--- src/rtl/draw_card.sv ---
// Card draw block: free-running 1..13 counter sampled on a rising edge of `in`, with 7-segment displays.
// Optional DRAW_CARD_FACE_CAP_EN: draws of 11..13 load card=10 (counter sequence unchanged).
module draw_card (
  input  logic       clock,
  input  logic       reset,
  input  logic       in,
  output logic [3:0] card,
  output logic       drawn,
  output logic [6:0] hex_tens,
  output logic [6:0] hex_ones,
  output logic [6:0] hex_raw
);

  localparam int unsigned CARD_W   = 4;
  localparam int unsigned SEG_W    = 7;
  localparam int unsigned CARD_MIN = 1;
  localparam int unsigned CARD_MAX = 13;
  localparam int unsigned FACE_CAP = 10;

  logic [CARD_W-1:0] cnt;
  logic              in_d;
  logic              armed;
  logic              draw_evt;
  logic [CARD_W-1:0] draw_val;
  logic [CARD_W-1:0] tens_digit;
  logic [CARD_W-1:0] ones_digit;

  // Shared hex decoder, segments {g,f,e,d,c,b,a}, active-low.
  function automatic logic [SEG_W-1:0] seg7(input logic [CARD_W-1:0] d);
    logic [SEG_W-1:0] s;
    case (d)
      4'h0:    s = 7'b1000000;
      4'h1:    s = 7'b1111001;
      4'h2:    s = 7'b0100100;
      4'h3:    s = 7'b0110000;
      4'h4:    s = 7'b0011001;
      4'h5:    s = 7'b0010010;
      4'h6:    s = 7'b0000010;
      4'h7:    s = 7'b1111000;
      4'h8:    s = 7'b0000000;
      4'h9:    s = 7'b0010000;
      4'hA:    s = 7'b0001000;
      4'hB:    s = 7'b0000011;
      4'hC:    s = 7'b1000110;
      4'hD:    s = 7'b0100001;
      4'hE:    s = 7'b0000110;
      default: s = 7'b0001110;
    endcase
    return s;
  endfunction

  // A draw needs a sampled low since reset, so `in` held high through reset release is ignored.
  assign draw_evt = in & ~in_d & armed;

  always_comb begin
    draw_val = cnt;
`ifdef DRAW_CARD_FACE_CAP_EN
    if (cnt > CARD_W'(FACE_CAP)) draw_val = CARD_W'(FACE_CAP);
`endif
  end

  always_ff @(posedge clock or negedge reset) begin
    if (!reset) begin
      cnt   <= CARD_W'(CARD_MIN);
      in_d  <= 1'b0;
      armed <= 1'b0;
      card  <= '0;
      drawn <= 1'b0;
    end else begin
      cnt   <= (cnt == CARD_W'(CARD_MAX)) ? CARD_W'(CARD_MIN) : cnt + CARD_W'(1);
      in_d  <= in;
      if (!in) armed <= 1'b1;
      drawn <= draw_evt;
      if (draw_evt) card <= draw_val;
    end
  end

  always_comb begin
    tens_digit = '0;
    ones_digit = card;
    if (card >= CARD_W'(10)) begin
      tens_digit = CARD_W'(1);
      ones_digit = card - CARD_W'(10);
    end
  end

  assign hex_tens = seg7(tens_digit);
  assign hex_ones = seg7(ones_digit);
  assign hex_raw  = seg7(card);

endmodule

--- config.mk ---
export PLATFORM = sky130hd
export DESIGN_NAME = draw_card
export DESIGN_NICKNAME = d
export VERILOG_FILES = /design/src/rtl/draw_card.sv
export SDC_FILE = /design/constraint.sdc
export NUM_CORES = 1
export LEC_CHECK = 0
export CAP_MARGIN = 0
export CORE_MARGIN = 2
export CORE_UTILIZATION = 44
export CTS_BUF_LIST = sky130_fd_sc_hd__clkbuf_8
export DETAILED_ROUTE_END_ITERATION = 16
export GPL_TIMING_DRIVEN = 0
export HOLD_SLACK_MARGIN = 0.1
export PLACE_DENSITY = 0.84
export SYNTH_ARGS = -nofsm -noshare
export SYNTH_HDL_FRONTEND = slang
export SYNTH_SLANG_ARGS = --single-unit
--- constraint.sdc ---
create_clock -name clock -period 2.7 [get_ports clock]
set_input_delay 0.54 -clock clock [delete_from_list [all_inputs] [get_ports clock]]
set_output_delay 0.54 -clock clock [all_outputs]
set_load 0.05 [all_outputs]
==> metrics.txt <==
final hold vios 0; Cell Area, Synth 0.00103 mm^2; post-layout util 71.2%; drt first pass iters 4; switching pwr 564 uW; RSZ-0062 raised after global routing yes; clock network fraction of total power 13.5%; P per Cell Area 727 mW/mm^2; Total GRT Usage 19.0%; dpl hpwl 1.60 mm; n_diodes 0; first-pass GRT wire length 3.91 mm; overall power 1140 uW; share of cells above drive strength 1 48.3%; Int Power 581 uW; met2 routed WL 1.39 mm; height of the die 52.5 um; Yosys reg bits 11; CTS tree yes; max layer used met4; final instance area 0.00158 mm^2; largest family of logic cells by synthesized area compound AO/OA/AOI/OAI gates; CP Launch Type flip-flop; reg2reg start card[2]; critical-path maximum fanout 7; clock latency on the worst-skew pair 230 ps; Maximum Capacitance Violations 0; DR iter-0 viols 15; post-route setup slack -35.2 ps; I/O pins 29; Critical Path RT 2160 ps; Gate power share 70.3%; status finished with violations; clk slew on worst S/H paths 50 ps; htree depth 1; number of core rows 17; mux share of post-synthesis cell area 15.5%; Compound-Gate Fraction of Synth Area 15.9%; Placed Instance Area 0.00139 mm^2; Die Area 0.00275 mm^2; initial antenna violation count 0; post-synthesis sequential area ratio 26.8%; Synth area leader dfrtp_1; Arr. time, crit path 2200 ps; vias in the first global route 843; share of the synthesized area in the top cell type 24.2%; Area Overhead vs Synth 52.4%; hold_sp armed; most common cell after layout, fill and taps aside buf_4; warnings from Yosys 0; overflow left after global routing 0; sequential power share 16.2%; Peak supply drop 0.488 mV; syn_area_per_cell 9.23 um^2; Setup-failing EPs final 4; highest clock rate 366 MHz; total CTS buffers 3; hold crit path type reg -> reg; Synth Area in Simple Gates 13.9%; vias 933; fin nets 168; Leakage 0.000696 uW; commonest non-fill, non-tap cells in the layout buf_4, nand2_1, buf_6; failing checks negative setup slack; Detail Route Antenna Nets 0; wire length per cell 14.5 um; via-per-instance ratio 5.21; Tmin final 2740 ps; Port Buf Inserts 25; Met1 Routed Length 1.07 mm; Setup Slack @ Placement -821 ps; Met3 Routed Length 121 um; post-synthesis cell count 112; Max-slew headroom 66.4%; synth unique cells 37; final wirelength 2.60 mm; reg2reg path depth 3; reg2reg setup slack 1530 ps; Area contributors post-synth dfrtp_1, ha_1, mux2i_1; period utilization 101%; Worst Max-Slew Pin Slew 503 ps; Setup Skew 0.835 ps; clk buf depth 2; switching share of power 49.3%; largest net degree at the start of global routing 12; Synth Area in Adders 15.7%; Pins Over Slew Limit 0; XOR/XNOR share of the synthesized area 0.847%; Placer Congestion 0.875; die span in x 52.5 um; core area 0.00221 mm^2; hold path depth 1; Worst Path Class, Setup reg -> out; Root Buffer clkbuf_8; Min-Delay Endpoint armed; Remaining DRCs 0; CP endpoint kind primary output; Initial Util 46.7%; CTS sink count 11; worst flop-to-flop path endpoint card[2]
-- layout make-up --
cell class	instances	area [um^2]
buffer	12	87.6
clock buffer	3	41.3
clock inverter	1	3.75
fill	167	637
inverter	6	35.0
multi-input combinational	84	792
sequential	11	283
tap	28	35.0
timing repair buffer	34	298
-- sequential cells by signal, indices dropped and copies added (netlist names) --
| name | count |
|---|---|
| armed | 1 |
| in_d | 1 |
| drawn | 1 |
| card | 4 |
| cnt | 4 |
-- routing by layer --
metal / vias to the layer above / GRT usage [%]
met5: - / 0
met4: 0 / 5.13
met1: 434 / 23.5
met2: 38 / 35.0
li1: 459 / -
met3: 2 / 1.14
-- per-stage QoR --
| stage | hold WS, ps | TNS (ps) | cells |
|---|---|---|---|
| 2_1_floorplan | 244 | -42.3 | 113 |
| 3_3_place_gp | 449 | -4320 | 166 |
| 3_5_place_dp | 455 | -4750 | 166 |
| 4_1_cts | 471 | -165 | 172 |
| 5_1_grt | 508 | -558 | 179 |
| 6_report | 468 | -95.5 | 179 |
-- synth_stat cells --
cell type,n
nand3b_1,1
o21ai_0,8
buf_1,1
mux4_2,1
inv_1,6
buf_6,2
dfrtp_1,10
a31o_2,1
a211oi_2,1
nor3_1,2
a211o_1,1
nor3_4,1
clkbuf_1,1
a221o_1,1
nand2_1,12
nand2b_1,2
nor2_2,1
ha_1,13
mux2i_1,7
nor2_1,3
and2_0,1
and3_4,1
dfstp_2,1
o21a_1,1
mux2_2,6
o21ai_1,1
o22ai_1,5
or3_1,1
buf_2,1
buf_4,7
a21oi_1,5
conb_1,2
nand3_1,1
xnor2_1,1
a211oi_1,1
o211ai_1,1
nor2b_1,1
-- worst max path at each step --
stage / startpoint / endpoint / cells past startpoint
floorplan: card[0] / hex_ones[3] / 8
global placement: card[0] / hex_ones[1] / 9
detailed placement: card[0] / hex_ones[1] / 9
CTS: card[2] / hex_ones[1] / 8
global route: card[3] / hex_raw[0] / 5
finish: card[0] / hex_ones[5] / 8
-- timing repair --
item | in CTS | in global routing
hold buffers | 0 | 0
resized for setup | 73 | 20
buffers inserted | 2 | 7
pin swaps | 0 | 2
setup endpoints to repair | 18 | 12
-- cells by family after synthesis --
family / Yosys count
other: 2
muxes: 14
and+or+nand+nor: 27
buffers and inverters: 18
DFF: 11
adders and majority gates: 13
xor gates and xnor gates: 1
AOI/OAI and AO/OA: 26
-- power groups by stage --
| stage | clock, uW | sequential, uW | combinational [uW] |
|---|---|---|---|
| after global routing | 168 | 186 | 842 |
| after floorplan | 0 | 217 | 506 |
| final | 154 | 186 | 805 |
| after CTS | 162 | 184 | 748 |
| after detailed placement | 0 | 192 | 709 |
| after global placement | 0 | 192 | 695 |
-- critical path, stage by stage (launching register included) --
cell	delay [ps]
dfrtp_4	500
inv_8	100
ha_4	170
o21ai_1	70
mux2_4	320
ha_2	230
mux2i_2	280
o22ai_4	110
buf_6	170
Note: power is estimated with default switching activity, not from simulation.
